===== src/rtl/icache_if.sv =====
// Fetch-side and memory-side signals of the instruction cache, plus its
// performance counters, bundled so the cache and its environment share one port.
interface icache_if;
    // Fetch: iren asks for iaddr; the word is valid in the same cycle only when ihit=1.
    // Memory: ramREN holds ramaddr steady until a cycle with iwait=0, and ramload is
    // valid in that cycle. Both sides see a transfer only in cycles where both agree.
    logic        iren;
    logic [31:0] iaddr;
    logic        ihit;
    logic [31:0] imemload;
    logic        inval;
    logic        ramREN;
    logic [31:0] ramaddr;
    logic        iwait;
    logic [31:0] ramload;
    logic [31:0] hit_count;
    logic [31:0] miss_count;

    modport slave (
        input  iren, iaddr, inval, iwait, ramload,
        output ihit, imemload, ramREN, ramaddr, hit_count, miss_count
    );

    modport master (
        output iren, iaddr, inval, iwait, ramload,
        input  ihit, imemload, ramREN, ramaddr, hit_count, miss_count
    );
endinterface


===== src/rtl/icache.sv =====
// Direct-mapped, read-only instruction cache with one-word frames held in flops.
// Misses block in FILL until memory answers; the refilled word is hit on the next cycle.
module icache #(
    parameter int SETS = 16
) (
    input  logic     CLK,
    input  logic     RST,
    icache_if.slave  bus,
    output logic     dbg_state
);
    localparam int IB = $clog2(SETS);
    localparam int TW = 30 - IB;

    typedef enum logic {IDLE = 1'b0, FILL = 1'b1} state_t;

    state_t          state, state_n;
    logic [SETS-1:0] valid;
    logic [TW-1:0]   tags [SETS];
    logic [31:0]     data [SETS];
    logic [31:0]     miss_addr;
    logic [31:0]     hit_q, miss_q;

    logic [IB-1:0]   idx, fill_idx;
    logic [TW-1:0]   tag, fill_tag;
    logic            lookup_hit;
    logic            hit_evt, miss_evt, fill_done;
    logic            unused_low_bits;

    assign idx      = bus.iaddr[2+IB-1:2];
    assign tag      = bus.iaddr[31:2+IB];
    assign fill_idx = miss_addr[2+IB-1:2];
    assign fill_tag = miss_addr[31:2+IB];
    assign unused_low_bits = ^bus.iaddr[1:0];

    assign lookup_hit = valid[idx] && (tags[idx] == tag);

    assign bus.hit_count  = hit_q;
    assign bus.miss_count = miss_q;
    assign dbg_state      = (state == FILL);

    always_comb begin
        state_n      = state;
        hit_evt      = 1'b0;
        miss_evt     = 1'b0;
        fill_done    = 1'b0;
        bus.ihit     = 1'b0;
        bus.imemload = 32'h0;
        bus.ramREN   = 1'b0;
        bus.ramaddr  = 32'h0;
        case (state)
            IDLE: begin
                // An invalidate cycle neither hits nor starts a fill.
                if (bus.iren && !bus.inval) begin
                    if (lookup_hit) begin
                        bus.ihit     = 1'b1;
                        bus.imemload = data[idx];
                        hit_evt      = 1'b1;
                    end else begin
                        miss_evt = 1'b1;
                        state_n  = FILL;
                    end
                end
            end
            FILL: begin
                bus.ramREN  = 1'b1;
                bus.ramaddr = miss_addr;
                if (!bus.iwait) begin
                    fill_done = 1'b1;
                    state_n   = IDLE;
                end
            end
            default: state_n = IDLE;
        endcase
    end

    always_ff @(posedge CLK) begin
        if (RST) begin
            state     <= IDLE;
            valid     <= '0;
            miss_addr <= 32'h0;
            hit_q     <= 32'h0;
            miss_q    <= 32'h0;
        end else begin
            state <= state_n;
            if (miss_evt)
                miss_addr <= bus.iaddr;
            if (bus.inval)
                valid <= '0;
            // Placed after the clear so a fill finishing under inval keeps its frame.
            if (fill_done)
                valid[fill_idx] <= 1'b1;
            if (hit_evt && hit_q != 32'hFFFF_FFFF)
                hit_q <= hit_q + 32'd1;
            if (miss_evt && miss_q != 32'hFFFF_FFFF)
                miss_q <= miss_q + 32'd1;
        end
    end

    // Tag and data need no reset: valid bits gate every hit.
    always_ff @(posedge CLK) begin
        if (!RST && fill_done) begin
            tags[fill_idx] <= fill_tag;
            data[fill_idx] <= bus.ramload;
        end
    end
endmodule


===== src/flat_wrapper.sv =====
// flat-port wrapper written by rule: the top's interface ports become plain ports
module icache_flat 
#(
    parameter int SETS = 16
)
  (CLK, RST, dbg_state, bus_iren, bus_iaddr, bus_inval, bus_iwait, bus_ramload, bus_ihit, bus_imemload, bus_ramREN, bus_ramaddr, bus_hit_count, bus_miss_count);
  icache_if bus_i ();
  input  logic CLK;
  input  logic RST;
  output logic dbg_state;
  input wire logic [$bits(bus_i.iren)-1:0] bus_iren;
  input wire logic [$bits(bus_i.iaddr)-1:0] bus_iaddr;
  input wire logic [$bits(bus_i.inval)-1:0] bus_inval;
  input wire logic [$bits(bus_i.iwait)-1:0] bus_iwait;
  input wire logic [$bits(bus_i.ramload)-1:0] bus_ramload;
  output wire logic [$bits(bus_i.ihit)-1:0] bus_ihit;
  output wire logic [$bits(bus_i.imemload)-1:0] bus_imemload;
  output wire logic [$bits(bus_i.ramREN)-1:0] bus_ramREN;
  output wire logic [$bits(bus_i.ramaddr)-1:0] bus_ramaddr;
  output wire logic [$bits(bus_i.hit_count)-1:0] bus_hit_count;
  output wire logic [$bits(bus_i.miss_count)-1:0] bus_miss_count;
  assign bus_i.iren = bus_iren;
  assign bus_i.iaddr = bus_iaddr;
  assign bus_i.inval = bus_inval;
  assign bus_i.iwait = bus_iwait;
  assign bus_i.ramload = bus_ramload;
  assign bus_ihit = bus_i.ihit;
  assign bus_imemload = bus_i.imemload;
  assign bus_ramREN = bus_i.ramREN;
  assign bus_ramaddr = bus_i.ramaddr;
  assign bus_hit_count = bus_i.hit_count;
  assign bus_miss_count = bus_i.miss_count;
  icache #(.SETS(SETS)) u_core (.CLK(CLK), .RST(RST), .bus(bus_i), .dbg_state(dbg_state));
endmodule

===== config.mk =====
export PLATFORM = sky130hd
export DESIGN_NAME = icache_flat
export DESIGN_NICKNAME = d
export VERILOG_FILES = /design/src/rtl/icache_if.sv /design/src/rtl/icache.sv /design/src/flat_wrapper.sv
export SDC_FILE = /design/constraint.sdc
export NUM_CORES = 1
export LEC_CHECK = 0
export BUFFER_PORTS_ARGS = -buffer_cell sky130_fd_sc_hd__buf_4
export CELL_PAD_IN_SITES_DETAIL_PLACEMENT = 0
export CELL_PAD_IN_SITES_GLOBAL_PLACEMENT = 1
export CORE_ASPECT_RATIO = 1.25
export CORE_MARGIN = 2
export CORE_UTILIZATION = 57
export CTS_CLUSTER_SIZE = 24
export DETAILED_ROUTE_END_ITERATION = 12
export GPL_TIMING_DRIVEN = 1
export PLACE_DENSITY = 0.88
export SYNTH_ARGS = -nofsm -noshare
export SYNTH_HDL_FRONTEND = slang
export SYNTH_SLANG_ARGS = --single-unit

===== constraint.sdc =====
create_clock -name CLK -period 18.15 [get_ports CLK]
set_input_delay 3.63 -clock CLK [delete_from_list [all_inputs] [get_ports CLK]]
set_output_delay 3.63 -clock CLK [all_outputs]
set_load 0.01 [all_outputs]

==> results of run 1 <==
-- power groups by stage --
| stage | clock network, uW | logic, uW | registers (uW) |
|---|---|---|---|
| after floorplan | 0 | 135 | 2670 |
| after global placement | 0 | 204 | 2670 |
| after detailed placement | 0 | 208 | 2670 |
| after CTS | 2050 | 211 | 2620 |
| after global routing | 2130 | 224 | 2620 |
| final | 2020 | 211 | 2620 |
-- flip-flops by register name, indices dropped and copies added (netlist names) --
| register | count |
|---|---|
| u_core.valid | 16 |
| u_core.bus.miss_count | 32 |
| u_core.miss_addr | 32 |
| u_core.dbg_state | 1 |
| u_core.data | 512 |
| u_core.tags | 416 |
| u_core.bus.hit_count | 32 |
-- synthesized netlist by cell type (all sizes together) (21+ instances only) --
cell type	n	area, sq um
nand3b	22	165.2
o21ai	67	335.3
nor2b	56	350.3
nand4	23	150.1
nand3	36	180.2
nor3	21	105.1
nand2	47	176.4
buf	59	299.0
mux2	21	236.5
nor2	56	210.2
mux4	248	5585
dfxtp	113	2262
clkbuf	73	274.0
a21oi	87	435.4
and2	42	262.8
mux2i	88	880.8
edfxtp	928	27870
or3	41	256.5
-- stage by stage --
| stage | cells | area (sq um) | total power [uW] |
|---|---|---|---|
| floorplan | 2232 | 41560 | 2804 |
| global placement | 3290 | 44100 | 2878 |
| detailed placement | 3290 | 44100 | 2883 |
| CTS | 3472 | 47290 | 4885 |
| global route | 3474 | 47290 | 4977 |
| finish | 3475 | 47290 | 4860 |
-- routing by layer --
metal | wire length [um] | share of wire, %
met5 | 22 | 0.021
met4 | 3488 | 3.4
met3 | 10050 | 9.8
met2 | 50650 | 49
met1 | 38290 | 37
-- worst paths after layout --
kind	end	slack [ps]	depth (start not counted)
worst max-delay path	bus_imemload[7]	5410	11
worst min-delay path	u_core.valid[11]	460	1
worst max register to register	u_core.bus.hit_count[16]	13620	9
worst min register to register	u_core.valid[11]	460	1
-- layout make-up --
class | instances | area, sq um
sequential | 1041 | 30130
fill | 4669 | 24830
multi-input combinational | 1039 | 10910
clock buffer | 122 | 2636
timing repair buffer | 238 | 1802
tap | 952 | 1191
clock inverter | 60 | 546.8
inverter | 20 | 75.07
antenna | 3 | 7.507
-- kinds of logic (layout without fill, tap and decap cells) --
logic type,count (synthesis),after routing
simple gates,414,414
buf+inv,152,440
fa+ha+maj,2,2
other cells,0,3
compound gates,239,239
mux,357,357
flops,1041,1041
xor+xnor,27,27
-- cells in the final DEF (no fill, tap or decap), types with 44 or more instances in the layout --
cell / instances
edfxtp_1: 928
o21ai_0: 67
clkbuf_16: 101
buf_4: 236
mux2i_1: 88
nor2b_1: 56
a21oi_1: 87
nand2_1: 47
nor2_1: 44
mux4_2: 248
dfxtp_1: 113
==> impl_metrics.tcl, run 1 <==
set metrics [dict create \
    hp-class "flip-flop to flip-flop" \
    combPwrFrac_pct 4.3 \
    syn-num-nets 2303 \
    rsz0062_at_grt "false" \
    routabilityCongestion 0.8821 \
    crit_type "input pin to primary output" \
    grt_max_degree 110 \
    grt_use_met1_pct 36.77 \
    synthMuxAreaShare_pct 16.13 \
    drc 0 \
    drt.antenna.violating_nets 0 \
    detail_route.first_pass.iterations 6 \
    final.setup.tns_ps 0 \
    cts_sinks 1041 \
    min_from "u_core.valid[11]" \
    wl_per_cell_um 29.49 \
    synthAdderAreaFrac_pct 0.06021 \
    clk_latency_ps 660 \
    fin_crit_ps 12740 \
    internal_power_uw 3838 \
    vias 22830 \
    grt_pass1_vias 22700 \
    fp-row-count 110 \
    viasPerCell 6.569 \
    antenna_found_initial 6 \
    worst_slack_ps 5406 \
    cts_hold_buf 0 \
    synthesis.area_sq_um 41560 \
    grt.busiest_layer "met2" \
    synth_cell_types 65 \
    grt_use_total_pct 27.24 \
    cts-root-buf "clkbuf_16" \
    numCtsBuffers 98 \
    hold-worst-slack_ps 456.7 \
    critPathMaxStageDelay_ps 930 \
    synth_flop_cell "edfxtp_1" \
    worstPathArrival_ps 9110 \
    synth_top_family_by_area "multiplexers" \
    irDropWorstVdd_uv 82.11 \
    clock_power_share_pct 41.7 \
    finalCritPeriodShare_pct 70.22 \
    r2r_start "u_core.tags[8][5]" \
    coreArea_sq_um 72120 \
    yosys.area_share.simple_pct 5.732 \
    synthesis.area_per_instance_sq_um 18.62 \
    slew_headroom_pct 19.88 \
    use_met3_pct 5.243 \
    clock_skew_ps 36.35 \
    cts_max_path_buffers 3 \
    synth_seq_cells 1041 \
    maxCapViolCount 0 \
    yosysWarnings 0 \
    status "finished clean" \
    cts_htree_levels 3 \
    slowest_stage "buf_4" \
    worstPathCellList "buf_8, buf_4, nor2b_1, a22oi_1, a21oi_1, nor4_1, nand4_1, a211oi_1, nand4_4, nor2b_1, buf_4" \
    worst_setup_path_end_kind "primary output" \
    cts_setup_buffers 0 \
    grt_pass1_wl_um 148900 \
    synth_xor_area_share_pct 0.5690 \
    clk_pin_slew_ps 60 \
    crit_required_ps 14520 \
    finalHoldViolCount 0 \
    ys_seq_area_share_pct 72.49 \
    path_max_fanout 79 \
    synth_edf_count 928 \
    post-place-ws_ps 5571 \
    wirelength_um 102500 \
    sequentialPowerShare_pct 54.0 \
    die_w_um 245.5 \
    nNetsFinal 2509 \
    async_flop_share_pct 0 \
    setup_viol 0 \
    grtUsageMet2_pct 44.62 \
    syn-instance-count 2232 \
    drv_slew 0 \
    cts_tree "done" \
    power_switching_uw 1022 \
    tightest_slew_ps 1199 \
    critPathBufInv 3 \
    start_util_pct 57.63 \
    fmax_mhz 78.47 \
    overflow 0 \
    crit_family "simple AND/OR/NAND/NOR gates" \
    top_level_ports 200 \
    synth_compound_area_share_pct 3.462 \
    p_sw_share_pct 21.03 \
    start_kind "input pin" \
    p_leak_uw 0.01612 \
    numPortBuffers 199 \
    dp.final_hpwl_um 54380 \
    crit_start "bus_iaddr[2]" \
    dieArea_sq_um 75110 \
    die_h_um 305.9 \
    first_iter_violations 2614 \
    cts_resized 0 \
    fin_util_pct 65.58 \
    drive_above_1_share_pct 26.98 \
    syn_to_final_growth_pct 13.79 \
    power_density_nw_per_um2 102.8 \
]
Power figures use the tool's default switching activity.
==> run 2: changes to the inputs <==
--- a/config.mk
+++ b/config.mk
@@ -10,11 +10,11 @@
 export CELL_PAD_IN_SITES_GLOBAL_PLACEMENT = 1
 export CORE_ASPECT_RATIO = 1.25
 export CORE_MARGIN = 2
-export CORE_UTILIZATION = 57
+export CORE_UTILIZATION = 48
 export CTS_CLUSTER_SIZE = 24
 export DETAILED_ROUTE_END_ITERATION = 12
 export GPL_TIMING_DRIVEN = 1
-export PLACE_DENSITY = 0.88
+export PLACE_DENSITY = 0.79
 export SYNTH_ARGS = -nofsm -noshare
 export SYNTH_HDL_FRONTEND = slang
 export SYNTH_SLANG_ARGS = --single-unit
==> constraint.sdc (replaced) <==
create_clock -name CLK -period 10.28 [get_ports CLK]
set_input_delay 2.056 -clock CLK [delete_from_list [all_inputs] [get_ports CLK]]
set_output_delay 2.056 -clock CLK [all_outputs]
set_load 0.01 [all_outputs]
==> run 2 against run 1 <==
Net effect:
- non-clock buffer count up 8
- worst hold slack worse by 8.0 ps
- global-route usage shrank 4.0 points
- setup slack got worse by 3900 ps
- clock skew rose by 1.3 ps
- first-iteration DRC count decreased by 7.1%
- highest routed layer unchanged
==> impl_metrics.tcl, run 2 (same netlist as run 1, synthesis figures left out) <==
set metrics [dict create \
    final_common_cell "edfxtp_1" \
    wirelength_um 103000 \
    worst_setup_path_end_kind "primary output" \
    clock_skew_ps 37.68 \
    finalHoldViolCount 0 \
    wl_per_cell_um 27.95 \
    cts_hold_buf 0 \
    final.setup.tns_ps 0 \
    tightest_slew_ps 1153 \
    vias 22500 \
    cts_htree_levels 3 \
    drc 0 \
    numPortBuffers 199 \
    whs_path_depth 1 \
    first_iter_violations 2429 \
    internal_power_uw 6764 \
    coreArea_sq_um 85730 \
    min_from "u_core.valid[11]" \
    grt_max_degree 96 \
    drv_slew 0 \
    fin_util_pct 55.52 \
    status "finished clean" \
    crit_type "input pin to primary output" \
    clk_latency_ps 690 \
    viasPerCell 6.104 \
    r2r_end "u_core.bus.miss_count[16]" \
    start_util_pct 48.48 \
    cts-root-buf "clkbuf_16" \
    dp.final_hpwl_um 57110 \
    drt.antenna.violating_nets 0 \
    grt_pass1_wl_um 150700 \
    worstPathArrival_ps 6730 \
    cts_max_path_buffers 3 \
    largest_reg_flops 512 \
    mostFrequentLayoutCells "edfxtp_1, mux4_2, buf_4" \
    cts_tree "done" \
    syn_to_final_growth_pct 14.52 \
    finalCritPeriodShare_pct 85.49 \
    largest-register "u_core.data" \
    path_max_fanout 95 \
    reg.largest.list "u_core.data (512), u_core.tags (416)" \
    r2r_slack_ps 5820 \
    p_sw_share_pct 21.07 \
    fmax_mhz 113.8 \
    final_cells 3686 \
    numCtsBuffers 99 \
    slew_headroom_pct 22.95 \
    cts_resized 0 \
    hp-class "flip-flop to flip-flop" \
    top_level_ports 200 \
    nNetsFinal 2518 \
    fp-row-count 120 \
    p_leak_uw 0.01613 \
    fin_crit_ps 8789 \
    power_density_nw_per_um2 180.1 \
    reg2reg_depth 10 \
    irDropWorstVdd_uv 155.3 \
    sequentialPowerShare_pct 54.1 \
    antenna_found_initial 2 \
    dieArea_sq_um 88970 \
    overflow 0 \
    grt_pass1_vias 22710 \
    r2r_start "u_core.tags[8][11]" \
    crit_required_ps 8220 \
    power_switching_uw 1806 \
    combPwrFrac_pct 4.3 \
    die_h_um 333.0 \
    cts_sinks 1041 \
    hold_end "u_core.valid[11]" \
    setup_viol 0 \
    start_kind "input pin" \
    drive_above_1_share_pct 26.96 \
    detail_route.first_pass.iterations 5 \
    final_area_sq_um 47600 \
    dp_cells 3505 \
    clk_pin_slew_ps 60 \
    grt_use_total_pct 23.24 \
    clock_power_share_pct 41.6 \
    maxCapViolCount 0 \
    die_w_um 267.2 \
    routabilityCongestion 0.8956 \
    rsz0062_at_grt "false" \
    placed_cell_area_sq_um 44420 \
    cts_setup_buffers 0 \
]
==> run 2: changes by cell type in the layout (fill, tap and decap cells not counted), sizes merged <==
cell,before,now
clkbuf,122,128
inv,26,22
clkinvlp,5,6
clkinv,42,37
buf,238,246
diode,3,1
==> run 2: how the worst max path moves through the flow <==
stage | slack (ps) | cells after the start | endpoint | start
after floorplan | 2930 | 5 | u_core.data[0][0] | RST
after global placement | 1600 | 11 | bus_imemload[1] | bus_iaddr[2]
after detailed placement | 1360 | 11 | bus_imemload[7] | bus_iaddr[2]
after CTS | 1350 | 11 | bus_imemload[7] | bus_iaddr[2]
after global routing | 970 | 11 | bus_imemload[5] | bus_iaddr[2]
final | 1490 | 11 | bus_imemload[14] | bus_iaddr[4]
==> run 2: through the flow <==
step	power (uW)	hold WS, ps	setup WS [ps]
after global placement	5088	426.9	1596
after global routing	8808	464.7	968.6
final	8571	448.7	1491
after detailed placement	5097	435.8	1361
after floorplan	4951	421.0	2926
after CTS	8624	450.7	1351
==> run 2: critical path, stage by stage <==
cell      delay, ps
buf_8           660
buf_4           640
mux4_2          410
a22o_1          220
a32oi_1         140
and4_1          210
o211ai_1        100
nor4_1          660
nand4_4         840
nor2b_1         400
buf_4           170
==> run 2: power by group through the flow <==
stage                     Sequential, uW  Combinational (uW)  Clock (uW)
after floorplan                     4710                 239           0
after global routing                4630                 399        3780
final                               4630                 372        3570
after global placement              4720                 369           0
after detailed placement            4720                 375           0
after CTS                           4630                 376        3620
==> run 2: area by class of cell <==
type / instances / area (sq um)
Clock inverter: 52 / 531.8
Inverter: 20 / 75.07
Multi-Input combinational cell: 1039 / 10910
Clock buffer: 128 / 2638
Sequential cell: 1041 / 30130
Fill cell: 6529 / 38140
Antenna cell: 1 / 2.502
Timing Repair Buffer: 246 / 1862
Tap cell: 1159 / 1450
==> run 2: per-layer routing <==
layer | part of all wire, % | global-route usage (%) | vias to the layer above
li1 | - | - | 9514
met5 | 0.013 | 0 | -
met1 | 40 | 31.48 | 11740
met4 | 2.8 | 7.483 | 2
met2 | 49 | 38.21 | 1062
met3 | 8.2 | 4.316 | 181
==> run 3: changes to the inputs <==
--- a/config.mk
+++ b/config.mk
@@ -9,12 +9,11 @@
 export CELL_PAD_IN_SITES_DETAIL_PLACEMENT = 0
 export CELL_PAD_IN_SITES_GLOBAL_PLACEMENT = 1
 export CORE_ASPECT_RATIO = 1.25
-export CORE_MARGIN = 2
-export CORE_UTILIZATION = 48
+export CORE_UTILIZATION = 53
 export CTS_CLUSTER_SIZE = 24
 export DETAILED_ROUTE_END_ITERATION = 12
 export GPL_TIMING_DRIVEN = 1
-export PLACE_DENSITY = 0.79
+export PLACE_DENSITY = 0.83
 export SYNTH_ARGS = -nofsm -noshare
 export SYNTH_HDL_FRONTEND = slang
 export SYNTH_SLANG_ARGS = --single-unit
==> constraint.sdc (replaced) <==
create_clock -name CLK -period 8.7 [get_ports CLK]
set_input_delay 1.74 -clock CLK [delete_from_list [all_inputs] [get_ports CLK]]
set_output_delay 1.74 -clock CLK [all_outputs]
set_load 0.01 [all_outputs]
==> run 3 against run 2 <==
Net effect:
- critical path type unchanged
- total power rose by 20%
- sequential power rose by 18%
- die area fell by 11%
==> impl_metrics.tcl, run 3 (same netlist as run 1, synthesis figures left out) <==
set metrics [dict create \
    power_density_nw_per_um2 216.4 \
    crit_required_ps 6960 \
    path_max_fanout 50 \
    start_util_pct 53.66 \
    maxCapViolCount 0 \
    r2r_start "u_core.tags[9][11]" \
    multi_input_area_sq_um 10910 \
    drv_slew 0 \
    drc 0 \
    largest-register "u_core.data" \
    n_fill_cell 5373 \
    crit_type "input pin to primary output" \
    hp-class "flip-flop to flip-flop" \
    numCtsBuffers 100 \
    irDropWorstVdd_uv 200.0 \
    rsz0062_at_grt "false" \
    cts_htree_levels 3 \
    viasPerCell 6.350 \
    slew_headroom_pct 12.67 \
    cts_max_path_buffers 3 \
    coreArea_sq_um 77450 \
    final.setup.tns_ps 0 \
    min_from "u_core.valid[6]" \
    cts_hold_buf 0 \
    clock_skew_ps 27.39 \
    antenna_found_initial 4 \
    top_level_ports 200 \
    die_w_um 252.5 \
    dp.final_hpwl_um 55920 \
    overflow 0 \
    worstPathArrival_ps 6050 \
    setup_viol 0 \
    clk_latency_ps 670 \
    crit_start "bus_iaddr[3]" \
    fin_crit_ps 7786 \
    mostFrequentLayoutCells "edfxtp_1, mux4_2, buf_4" \
    start_kind "input pin" \
    finalHoldViolCount 0 \
    reg.largest.list "u_core.data (512), u_core.tags (416)" \
    grt_pass1_wl_um 149400 \
    largest_reg_flops 512 \
    grt_pass1_vias 22890 \
    cts_sinks 1041 \
    grt_max_degree 87 \
    fin_util_pct 61.47 \
    nNetsFinal 2517 \
    status "finished clean" \
    seqCellArea_sq_um 30130 \
    wl_per_cell_um 28.36 \
    worst_setup_path_end_kind "primary output" \
    cts_setup_buffers 0 \
    drt.antenna.violating_nets 0 \
    die_h_um 315.1 \
    fmax_mhz 128.4 \
    wirelength_um 101400 \
    routabilityCongestion 0.8913 \
    syn_to_final_growth_pct 14.56 \
    drive_above_1_share_pct 27.06 \
    clk_pin_slew_ps 60 \
    vias 22700 \
    p_leak_uw 0.01621 \
    first_iter_violations 2514 \
    detail_route.first_pass.iterations 7 \
    cts_resized 0 \
    cts_tree "done" \
    dieArea_sq_um 79550 \
    finalCritPeriodShare_pct 89.49 \
    final_common_cell "edfxtp_1" \
    numPortBuffers 199 \
    fp-row-count 114 \
    grt_use_total_pct 25.78 \
    cts-root-buf "clkbuf_16" \
    tightest_slew_ps 1310 \
]
-- run 3: cell types whose count changed in the layout (fill, tap and decap cells not counted), moves of 2 or more --
cell / delta
buf_4: -2
bufinv_16: +3
clkbuf_1: +4
clkbuf_8: +4
clkinv_1: -4
clkinvlp_4: -2
diode_2: +2
-- run 3: path summary, 6_finish.rpt --
| kind | endpoint | slack, ps | cells after the start |
|---|---|---|---|
| worst max-delay path | bus_imemload[20] | 910 | 11 |
| worst min-delay path | u_core.valid[6] | 450 | 1 |
| worst max register to register | u_core.bus.hit_count[18] | 4290 | 10 |
| worst min register to register | u_core.valid[6] | 450 | 1 |
-- run 3: critical path: stages --
cell	delay, ps
buf_4	670
buf_4	450
mux4_2	560
mux2i_1	150
mux2i_1	160
xnor2_1	280
nand3_1	160
nor4_1	580
nand4_4	640
nor2b_1	380
buf_4	170
-- run 3: metal layers --
metal,wire length [um],global-route usage [%],share of wire [%],vias to the layer above
met5,28,0,0.028,-
met4,2706,7.727,2.7,4
met3,8790,5.284,8.7,205
met2,50510,42.53,50,1155
met1,39340,34.82,39,11840
li1,-,-,-,9502
-- run 3: layout make-up --
type,instances,share of cell area (%)
clock buffer,137,5.739
antenna,3,0.01577
timing repair buffer,244,3.879
tap,1044,2.743
sequential,1041,63.28
clock inverter,47,1.267
multi-input combinational,1039,22.92
inverter,20,0.1577
-- run 3: power breakdown --
part	leakage (uW)	internal, uW	switching (uW)
clock network	0.00162	2520	1870
logic	0.00481	190	251
registers	0.00979	5440	29.8
total	0.0162	8150	2150
-- run 3: stage by stage --
step	instances	total power [uW]	hold WS (ps)	worst slack [ps]	cell area, sq um
global route	3573	10570	465.1	640.1	47610
detailed placement	3388	6019	435.6	944.4	44270
global placement	3388	6007	427.3	1093	44270
floorplan	2232	5850	421.0	1662	41560
CTS	3572	10350	450.0	881.7	47610
finish	3575	10300	449.8	914.3	47610
